<file path="src/rtl/mux_select_sequencer.sv">
// mux_select_sequencer: feeds a behavioural mux with a held parallel word and
// steps the mux select through every input index, one index per enabled cycle.
//
// Ports:
//   clk        system clock, rising edge
//   rst        asynchronous active-high reset
//   en         clock enable for bit stepping (low stalls the sequence)
//   in_valid   parallel word available
//   in_ready   sequencer accepts a word this cycle (combinational)
//   in_word    parallel word, 2**SELECT_LINES bits
//   data_word  registered held word, drives mux data_in
//   select     registered index, drives mux select
//   bit_valid  mux output is a valid serial bit this cycle (combinational)
//   bit_last   current bit is the final bit of the word (combinational)
//   busy       a word is being sequenced
//
// Build option: define MUX_SELECT_SEQUENCER_MSB_FIRST_EN for MSB-first order
// (select counts down from 2**SELECT_LINES-1 to 0). Default is LSB first.

module mux_select_sequencer #(
   parameter string       BLOCK_NAME   = "mux_select_sequencer",
   parameter int          X            = 0,
   parameter int          Y            = 0,
   parameter int          DX           = 0,
   parameter int          DY           = 0,
   parameter int unsigned SELECT_LINES = 4
) (
   input  logic                          clk,
   input  logic                          rst,
   input  logic                          en,
   input  logic                          in_valid,
   output logic                          in_ready,
   input  logic [(2**SELECT_LINES)-1:0]  in_word,
   output logic [(2**SELECT_LINES)-1:0]  data_word,
   output logic [SELECT_LINES-1:0]       select,
   output logic                          bit_valid,
   output logic                          bit_last,
   output logic                          busy
);

   localparam int unsigned WORD_W = 2**SELECT_LINES;

`ifdef MUX_SELECT_SEQUENCER_MSB_FIRST_EN
   localparam logic [SELECT_LINES-1:0] SEL_START = '1;
   localparam logic [SELECT_LINES-1:0] SEL_END   = '0;
`else
   localparam logic [SELECT_LINES-1:0] SEL_START = '0;
   localparam logic [SELECT_LINES-1:0] SEL_END   = '1;
`endif

   // Elaboration sanity checks on configuration.
   if (SELECT_LINES < 1 || SELECT_LINES > 8) begin : g_bad_select_lines
      $error("%s: SELECT_LINES must be in 1..8", BLOCK_NAME);
   end
   if (X < 0 || Y < 0 || DX < 0 || DY < 0) begin : g_bad_placement
      $error("%s: placement values must be non-negative", BLOCK_NAME);
   end

   typedef enum logic {
      IDLE  = 1'b0,
      SHIFT = 1'b1
   } state_t;

   state_t                    state, state_next;
   logic [WORD_W-1:0]         word_next;
   logic [SELECT_LINES-1:0]   select_next;
   logic                      at_end;

   assign at_end = (select == SEL_END);

   // State, held word and select registers.
   always_ff @(posedge clk or posedge rst) begin
      if (rst) begin
         state     <= IDLE;
         data_word <= '0;
         select    <= '0;
         busy      <= 1'b0;
      end else begin
         state     <= state_next;
         data_word <= word_next;
         select    <= select_next;
         busy      <= (state_next == SHIFT);
      end
   end

   // Next-state, handshake and serial-bit qualifiers.
   always_comb begin
      state_next  = state;
      word_next   = data_word;
      select_next = select;
      in_ready    = 1'b0;
      bit_valid   = 1'b0;
      bit_last    = 1'b0;

      unique case (state)
         IDLE: begin
            in_ready = 1'b1;
            if (in_valid) begin
               word_next   = in_word;
               select_next = SEL_START;
               state_next  = SHIFT;
            end
         end
         SHIFT: begin
            bit_valid = en;
            bit_last  = en && at_end;
            if (en) begin
               if (at_end) begin
                  // Last bit: a waiting word is taken with no bubble cycle.
                  in_ready = 1'b1;
                  if (in_valid) begin
                     word_next   = in_word;
                     select_next = SEL_START;
                  end else begin
                     state_next  = IDLE;
                  end
               end else begin
`ifdef MUX_SELECT_SEQUENCER_MSB_FIRST_EN
                  select_next = select - SELECT_LINES'(1);
`else
                  select_next = select + SELECT_LINES'(1);
`endif
               end
            end
         end
      endcase
   end

endmodule

</file>
<file path="config.mk">
export PLATFORM = sky130hd
export DESIGN_NAME = mux_select_sequencer
export DESIGN_NICKNAME = d
export VERILOG_FILES = /design/src/rtl/mux_select_sequencer.sv
export SDC_FILE = /design/constraint.sdc
export NUM_CORES = 1
export LEC_CHECK = 0
export ABC_AREA = 1
export BUFFER_PORTS_ARGS = -buffer_cell sky130_fd_sc_hd__buf_4
export CAP_MARGIN = 5
export CORE_AREA = 2 2 63 47
export CTS_CLUSTER_SIZE = 10
export DETAILED_ROUTE_END_ITERATION = 8
export DIE_AREA = 0 0 65 49
export PLACE_DENSITY = 0.84
export SYNTH_ARGS = -nofsm -noshare
export SYNTH_HDL_FRONTEND = slang
export SYNTH_SLANG_ARGS = --single-unit
</file>
<file path="constraint.sdc">
create_clock -name clk -period 1.5 [get_ports clk]
set_clock_uncertainty 0.15 [all_clocks]
set_input_delay 0.3 -clock clk [delete_from_list [all_inputs] [get_ports clk]]
set_output_delay 0.3 -clock clk [all_outputs]
set_load 0.005 [all_outputs]
</file>
==> flow_summary_export.csv, run 1 <==
group,metric,value,unit
logic_synthesis,yosysMostFrequentCell,"nand2_1",
worst_setup_path,cp-start-kind,"register",
route,drt-pass1-iter-count,4,
logic_synthesis,syn_area,0.00104,mm^2
route,wl,2.85,mm
placed_design,io_buffers,43,
global_routing,grt_usage,19.2,%
logic_synthesis,synth_flop_cell,"dfrtp_1",
placed_design,hpwl,1.95,mm
pwr,power_switching,841,uW
cts,htreeDepth,1,
cts,cts.sinks,21,
worst_setup_path,arrival,1.21,ns
worst_setup_path,cp-end-kind,"primary output",
logic_synthesis,ys_ff_latch,21,
placed_design,place_congestion,0.842,
worst_setup_path,crit_chain,"ha_4 -> nand3_4 -> buf_6 -> nor2_4 -> buf_6",
hold_path,min_path_type,"in2reg",
pwr,intPower,1.60,mW
worst_setup_path,critPathBufInv,2,
worst_setup_path,cp_top_family,"flip-flops",
cts,clk_pin_slew_worst_paths,0.08,ns
pwr,p_leak,0.853,nW
global_routing,grt_pass1_vias,1035,
pwr,p_comb_share,43.2,%
sta,fin_ws,-0.165,ns
die,core-area,0.00262,mm^2
die,die-area,0.00319,mm^2
pwr,peakVddDrop,0.674,mV
global_routing,grt_max_degree,22,
layout,seqCellArea,527,um^2
logic_synthesis,synth_edf_count,0,
global_routing,globalRouteOverflowTotal,0,
layout,diodes,0,
pwr,p_sw_share,34.5,%
sta,fmax,0.601,GHz
sta,period_share,111,%
route,vias,1064,
layout,multi_input_area,515,um^2
die,core.rowCount,16,
pwr,p_seq_share,41.6,%
cts,clk_latency,0.26,ns
worst_setup_path,crit_fanout,3,
sta,setup_viol,18,
logic_synthesis,yosysUniqueCellTypes,17,
status,failed_checks,"negative setup slack",
sta,slew_headroom,81.9,%
layout,num-fill-cells,226,
route,ant_nets,0,
die,pin_count,44,
cts,numCtsBuffers,3,
die,die_y,49,um
logic_synthesis,synthTopCellsByArea,"dfrtp_1, nand2_1, nand4_1",
sta,hold_viol_final,0,
die,start_util,39.6,%
route,drc,0,
status,status,"finished, violations left",
worst_setup_path,required,1.05,ns
logic_synthesis,synth_top_area_share,50.5,%
die,die_w,65,um
sta,slew_viol_final,0,
global_routing,grt_antenna_before_repair,0,
sta,grt_setup_unrepaired,"true",
cts,cts_root_buffer,"clkbuf_8",
worst_setup_path,critPathSlowestCell,"dfrtp_1",
worst_setup_path,critPathMaxStageDelay,0.39,ns
pwr,clock_power_share,15.2,%
route,routed_via_density,5.04,
worst_setup_path,path_class,"reg2out",
placed_design,dp_slack,-0.0454,ns
route,wl_per_cell,13.5,um
layout,final_nets,197,
cts,clk_path_buf_depth,2,
pwr,powerDensity,1510,mW/mm^2
sta,tns,-0.984,ns
logic_synthesis,synth_cells,118,
global_routing,grt_pass1_wl,4.71,mm
logic_synthesis,ys_seq_area_share,50.5,%
sta,fin_crit,1.66,ns
flow_run,drv_cap,0,
logic_synthesis,syn_nets,139,
layout,drive_gt1_share,50.3,%
logic_synthesis,synth_top_cells_by_count,"nand2_1, dfrtp_1, nand4_1",
logic_synthesis,synth_area_leader_cell,"dfrtp_1",
logic_synthesis,yosysWarnings,0,
worst_setup_path,path_common_cell,"buf_6",
route,drt-initial-drc-count,98,
logic_synthesis,async_flop_share,100,%
cts,cts_tree,"yes",
logic_synthesis,syn_avg_cell_area,8.81,um^2
layout,area_delta_synth_final,55.1,%
sta,worst_slew_pin_slew,0.272,ns
## cell usage in the layout, fill, tap and decap left out, types with 2 or more instances in the layout
| cell type | Yosys | final |
|---|---|---|
| clkbuf_8 | 0 | 3 |
| nand4_1 | 16 | 16 |
| nand3_1 | 5 | 5 |
| nand3_4 | 2 | 3 |
| nand2_2 | 12 | 17 |
| dfrtp_1 | 21 | 20 |
| o21ai_2 | 0 | 2 |
| buf_4 | 1 | 51 |
| inv_1 | 7 | 7 |
| nor2_1 | 5 | 4 |
| buf_6 | 2 | 5 |
| nand2_1 | 38 | 32 |
## path summary, 6_finish.rpt
check                        startpoint            end  slack [ns]  cells past startpoint
min in group asynchronous           rst  data_word[14]        0.47                      4
max in group asynchronous           rst          state        0.49                      4
setup / recovery              select[0]       bit_last       -0.16                      5
setup reg to reg              select[0]   data_word[2]       -0.07                      8
hold reg to reg            data_word[8]   data_word[8]        0.34                      2
hold / removal              in_word[14]  data_word[14]        0.13                      3
## cell type report
type | count | share of cell area [%]
Clock buffer | 3 | 2.56
Clock inverter | 1 | 0.310
Inverter | 8 | 1.86
Multi-Input combinational cell | 85 | 32.0
Sequential cell | 21 | 32.7
Tap cell | 36 | 2.79
Timing Repair Buffer | 57 | 27.9
## worst min-delay path: stages
cell     delay [ns]
buf_4          0.08
nand4_1        0.07
nand2_1        0.06
## power groups by stage
stage	clock, mW	combinational (mW)	sequential, mW
6_report	0.370	1.05	1.01
5_1_grt	0.400	1.17	1.04
4_1_cts	0.381	1.02	1.00
3_5_place_dp	0	0.970	0.997
3_3_place_gp	0	0.928	0.988
2_1_floorplan	0	0.360	1.02
## per-layer routing
layer	track usage [%]	wire length (um)
met5	0	0
met3	3.93	176
met4	6.38	29
met1	25.5	1280
met2	31.4	1360
## state kept, by name, summed over array words and instances (netlist names)
name,count
select,4
state,1
data_word,16
## what timing repair did
| action | CTS | global route |
|---|---|---|
| setup buffers | 4 | 2 |
| cloned | 1 | 0 |
| hold endpoints to repair | 21 | 0 |
| pin swaps | 1 | 5 |
| hold buffers | 1 | 0 |
| endpoints found under the setup margin | 13 | 21 |
| resized for setup | 8 | 15 |
## per-stage QoR
step           cells  hold slack (ns)  util (%)  instance area, um^2  power, mW
2_1_floorplan    118            0.127         -                 1040       1.38
3_3_place_gp     200            0.196      54.3                 1430       1.92
3_5_place_dp     200            0.203      54.3                 1430       1.97
4_1_cts          210            0.129      59.2                 1550       2.40
5_1_grt          211            0.133      61.5                 1610       2.61
6_report         211            0.130      61.5                 1610       2.44
## kinds of logic (layout without fill, tap and decap cells)
kind of cell	Yosys count	after routing	synth area share, %
fa+ha+maj	1	1	1.20
buf+inv	13	69	6.98
simple gates	80	81	39.8
flops	21	21	50.5
compound gates	3	3	1.44
(Power assumes the default switching activity.)
==> inputs of run 2 (changes only) <==
- SETUP_SLACK_MARGIN: default -> 0.5
==> run 2 against run 1 <==
  * The run ends with negative hold slack, negative setup slack left
  * Critical path depth unchanged
  * Sequential power about the same
  * Core utilization increased by 14 points
  * Via count increased by 10%
  * Non-clock buffer count increased by 25
  * Global-route usage increased by 3.7 points
  * Register-to-register slack got worse by 0.04 ns
  * Largest power group unchanged
==> flow_summary_export.csv, run 2 (synthesis gave the netlist of run 1 again) <==
group,metric,value,unit
status,status,"finished, violations left",
status,failed_checks,"negative hold slack, negative setup slack",
cts,htreeDepth,1,
sta,grt_setup_unrepaired,"true",
cts,clk_pin_slew_worst_paths,0.08,ns
global_routing,grt_pass1_wl,5.51,mm
layout,area_delta_synth_final,90.4,%
layout,final_common_cell,"buf_4",
pwr,p_leak,1.04,nW
pwr,peakVddDrop,0.908,mV
hold_path,min_path_type,"in2async",
route,wl_per_cell,15.4,um
die,pin_count,44,
sta,hold_viol_final,21,
cts,numCtsBuffers,3,
global_routing,grt_pass1_vias,1124,
sta,worst_hold_slack,-0.0913,ns
global_routing,grt_antenna_before_repair,0,
cts,clk_path_buf_depth,2,
worst_setup_path,cp-end-kind,"primary output",
worst_setup_path,critPathSlowestCell,"dfrtp_1",
route,drc,0,
layout,final_cell_mix,"buf_4, nand2_1, buf_6, dfrtp_1, nand2_2",
layout,largest_registers,"data_word x16, select x4, state x1",
sta,worst_slew_pin_slew,0.274,ns
layout,drive_gt1_share,59.0,%
die,die-area,0.00319,mm^2
placed_design,dp.cells,199,
worst_setup_path,cp-start-kind,"register",
worst_setup_path,cp_top_family,"flip-flops",
pwr,clock_power_share,12.1,%
pwr,powerDensity,1600,mW/mm^2
sta,slew_headroom,81.7,%
die,start_util,39.6,%
die,die_y,49,um
layout,num-fill-cells,170,
cts,cts_root_buffer,"clkbuf_8",
placed_design,place_congestion,0.857,
cts,cts.sinks,21,
route,routed_via_density,4.96,
sta,period_share,113,%
worst_setup_path,critPathBufInv,2,
pwr,p_seq_share,32.2,%
flow_run,drv_cap,0,
die,core.rowCount,16,
pwr,intPower,2.12,mW
worst_setup_path,required,1.05,ns
cts,clk_latency,0.27,ns
pwr,power_switching,1.04,mW
route,drt-initial-drc-count,60,
global_routing,grt_usage,23.0,%
placed_design,io_buffers,43,
sta,slew_viol_final,0,
worst_setup_path,path_class,"reg2out",
layout,final_core_util,75.5,%
worst_setup_path,arrival,1.24,ns
pwr,p_sw_share,33.0,%
worst_setup_path,critPathMaxStageDelay,0.40,ns
sta,fmax,0.591,GHz
route,vias,1171,
cts,cts_tree,"yes",
sta,setup_viol,20,
layout,finalNonFillerCells,236,
pwr,p_comb_share,55.6,%
layout,largest_reg_flops,16,
route,wl,3.64,mm
worst_setup_path,crit_fanout,3,
worst_setup_path,crit_chain,"ha_4 -> nand3_4 -> buf_6 -> nor2_2 -> buf_4",
global_routing,globalRouteOverflowTotal,0,
route,ant_nets,0,
global_routing,grt_max_degree,22,
die,die_w,65,um
layout,regMostFlops,"data_word",
placed_design,place_area,0.00143,mm^2
layout,finalInstanceArea,0.00198,mm^2
placed_design,hpwl,1.88,mm
layout,diodes,0,
sta,fin_crit,1.69,ns
sta,fin_ws,-0.191,ns
die,core-area,0.00262,mm^2
layout,final_nets,222,
route,drt-pass1-iter-count,4,
run 2: cell count changes in the layout (fill, tap and decap cells not counted), sizes merged:
cell	before	now
bufbuf	0	1
dlygate4sd3	1	0
buf	56	81
run 2: final timing paths:
kind                       slack (ns)         from  cells past startpoint       endpoint
min reg2reg                      0.42        state                      2          state
max in group asynchronous        1.04          rst                      3          state
max reg2reg                     -0.11    select[0]                      8  data_word[15]
min                             -0.09          rst                      3   data_word[0]
min in group clk                 0.12  in_word[13]                      3  data_word[13]
max                             -0.19    select[0]                      5       bit_last
run 2: layer usage:
metal,vias to the layer above,GRT usage (%),part of all wire (%)
li1,561,-,-
met1,571,30.4,38
met2,36,38.8,56
met3,3,4.85,5.3
met4,0,4.96,0.58
met5,-,0,0
run 2: power groups by stage:
stage | Sequential (mW) | Combinational, mW | Clock (mW)
floorplan | 1.03 | 0.371 | 0
global placement | 0.994 | 0.944 | 0
detailed placement | 1.01 | 0.971 | 0
CTS | 1.01 | 1.51 | 0.383
global route | 1.04 | 1.90 | 0.416
finish | 1.02 | 1.76 | 0.384
run 2: layout make-up:
class                   instances  area (um^2)  share of cell area [%]
clock buffers                   3         41.3                    2.09
well taps                      36         45.0                    2.28
multi-input cells              85          534                    27.0
clock inverters                 1         5.00                   0.253
repair buffers                 82          793                    40.1
inverters                       8         32.5                    1.64
flip-flops and latches         21          528                    26.7
run 2: metrics by stage:
stage | power [mW] | setup WS, ns | TNS [ns]
2_1_floorplan | 1.40 | 0.0849 | 0
3_3_place_gp | 1.94 | 0.0455 | 0
3_5_place_dp | 1.98 | 0.0136 | 0
4_1_cts | 2.90 | -0.198 | -0.394
5_1_grt | 3.36 | -0.232 | -3.11
6_report | 3.17 | -0.191 | -1.76
run 2: worst min-delay path, cell delays in order:
cell   delay (ns)
buf_4        0.11
inv_1        0.04
buf_4        0.27
run 2: timing repair:
action,4_1_cts,5_1_grt
cloned,3,0
buffers inserted,20,10
resized for setup,43,14
pin swaps,10,5
setup endpoints to repair,45,45
endpoints found under the hold margin,21,21
==> inputs of run 3 (changes only) <==
- ABC_AREA: 1 -> default
- CORE_AREA: 2 2 63 47 -> 2 2 62 46
- DIE_AREA: 0 0 65 49 -> 0 0 64 48
==> run 3 against run 2 <==
  * The run ends with negative setup slack left
  * Critical path depth unchanged
  * Sequential share of layout area rose by 1.3 points
  * Core utilization grew 2.4 points
  * Maximum frequency is 6.4% lower
  * Highest routed layer unchanged
  * Synthesized area fell by 5.8%
  * Wire length is 24% lower
  * Synthesized cell count down 40%
  * Non-clock buffer count grew 2
  * Cell count fell by 19%
  * Via count decreased by 26%
  * Global-route usage decreased by 4.2 points
==> flow_summary_export.csv, run 3 <==
group,metric,value,unit
status,status,"finished, violations left",
status,failed_checks,"negative setup slack",
layout,largest_registers,"data_word x16, select x4, state x1",
route,vias,871,
global_routing,grt_pass1_wl,4.08,mm
worst_setup_path,cp.depth,5,
layout,finalNonFillerCells,190,
die,core-area,0.00242,mm^2
route,wl,2.76,mm
route,drt-initial-drc-count,25,
logic_synthesis,synth_top_cells_by_count,"dfrtp_1, mux2_4, nand2_1",
worst_setup_path,cp_top_family,"flip-flops",
cts,numCtsBuffers,3,
sta,hold_viol_final,0,
cts,cts_tree,"yes",
placed_design,place_area,0.00139,mm^2
global_routing,grt_pass1_vias,882,
sta,slew_viol_final,0,
sta,worst_hold_slack,0.0579,ns
sta,period_share,120,%
placed_design,dp_slack,-0.258,ns
worst_setup_path,path_class,"reg2out",
placed_design,hpwl,1.62,mm
layout,area_delta_synth_final,92.3,%
worst_setup_path,critPathMaxStageDelay,0.42,ns
die,die-area,0.00307,mm^2
logic_synthesis,yosysUniqueCellTypes,25,
layout,final_cell_mix,"buf_4, buf_6, dfrtp_1, mux2_4",
route,wl_per_cell,14.5,um
worst_setup_path,arrival,1.36,ns
sta,tns,-4.71,ns
worst_setup_path,worstRegToRegCells,6,
die,core.rowCount,15,
global_routing,grt_usage,18.8,%
cts,clk_pin_slew_worst_paths,0.11,ns
placed_design,dp.cells,154,
logic_synthesis,synthTopCellsByArea,"dfrtp_1, mux2_4, mux2_2",
cts,htreeDepth,1,
logic_synthesis,syn_nets,92,
placed_design,place_congestion,0.821,
hold_path,worstHoldPathCells,2,
worst_setup_path,critPathBufInv,2,
cts,clk_latency,0.31,ns
logic_synthesis,syn_avg_cell_area,13.8,um^2
logic_synthesis,syn_area,980,um^2
route,routed_via_density,4.58,
pwr,p_leak,0.939,nW
hold_path,min_path_type,"in2reg",
die,start_util,40.5,%
sta,fin_crit,1.81,ns
layout,regMostFlops,"data_word",
logic_synthesis,synth_edf_count,0,
global_routing,grt_antenna_before_repair,0,
layout,largest_reg_flops,16,
sta,slew_headroom,82.5,%
layout,diodes,0,
logic_synthesis,synth_area_leader_cell,"dfrtp_1",
logic_synthesis,ys_ff_latch,21,
sta,fmax,0.554,GHz
sta,worst_slew_pin_slew,0.261,ns
worst_setup_path,path_common_cell,"buf_6",
cts,clk_path_buf_depth,2,
cts,cts.sinks,21,
die,die_w,64,um
cts,cts_root_buffer,"clkbuf_4",
placed_design,io_buffers,43,
route,ant_nets,0,
global_routing,globalRouteOverflowTotal,0,
logic_synthesis,yosysMostFrequentCell,"dfrtp_1",
route,drt-pass1-iter-count,4,
layout,drive_gt1_share,76.9,%
worst_setup_path,crit_fanout,2,
layout,final_core_util,77.8,%
pwr,total_power,3.23,mW
worst_setup_path,cp-start-kind,"register",
worst_setup_path,critPathSlowestCell,"dfrtp_1",
die,pin_count,44,
global_routing,grt_max_degree,22,
logic_synthesis,ys_seq_area_share,53.6,%
worst_setup_path,crit_chain,"ha_4 -> nand3_4 -> o21ai_4 -> buf_6 -> buf_6",
layout,final_common_cell,"buf_4",
worst_setup_path,cp-end-kind,"primary output",
logic_synthesis,synth_top_area_share,53.6,%
sta,fin_ws,-0.306,ns
layout,final_nets,178,
logic_synthesis,synth_cells,71,
worst_setup_path,required,1.05,ns
flow_run,drv_cap,0,
sta,grt_setup_unrepaired,"true",
layout,finalInstanceArea,0.00188,mm^2
route,drc,0,
logic_synthesis,async_flop_share,100,%
logic_synthesis,synth_flop_cell,"dfrtp_1",
pwr,powerDensity,1710,mW/mm^2
logic_synthesis,yosysWarnings,0,
die,die_y,48,um
sta,setup_viol,23,
pwr,peakVddDrop,1.10,mV
## run 3: changes by cell type in the layout (fill, tap and decap cells not counted), moves of 4 or more
cell	before	now
mux2_4	0	16
nor2_1	4	0
inv_1	7	2
nand4_1	16	1
nand3_1	4	0
nand2_1	30	3
nand2_2	18	3
buf_6	30	35
## run 3: cell type report
class,count,area [um^2]
clock buffer,3,22.5
clock inverter,1,5.00
fill,137,537
inverter,4,15.0
multi-input combinational,43,495
sequential,21,527
tap,34,42.5
timing repair buffer,84,777
## run 3: cells by family (layout without fill, tap and decap cells)
family / count (synthesis) / in the layout / synth area share, %
multiplexers: 17 / 17 / 23.2
XOR/XNOR: 1 / 1 / 0.894
adder cells (fa/ha/maj): 1 / 1 / 1.28
AND/OR/NAND/NOR: 15 / 15 / 8.43
AO/OA/AOI/OAI: 9 / 9 / 6.90
flip-flops: 21 / 21 / 53.6
buffers and inverters: 7 / 92 / 5.62
## run 3: metal layers
metal  wire, um  up-vias  global-route usage [%]
met5          0        -                       0
met1       1130      421                    22.0
met3        128        6                    4.24
met4         68        0                    12.2
met2       1430       30                    32.7
li1           -      414                       -
## run 3: final timing paths
check,startpoint,end,slack [ns]
max reg2reg,select[1],data_word[8],-0.24
max in group asynchronous,rst,select[0],0.61
min in group asynchronous,rst,state,0.41
min reg2reg,data_word[8],data_word[8],0.40
max,select[1],in_ready,-0.31
min,in_word[14],data_word[14],0.06
## run 3: repair_timing
item | in CTS | in global routing
buffers inserted | 18 | 13
pin swaps | 3 | 2
hold buffers | 1 | 0
setup endpoints to repair | 45 | 58
endpoints found under the hold margin | 21 | 0
gates resized for setup | 36 | 18
## run 3: power breakdown
group / internal [mW] / switching, mW
clock network: 0.0998 / 0.171
logic: 1.37 / 0.545
registers: 0.827 / 0.216
total: 2.29 / 0.933
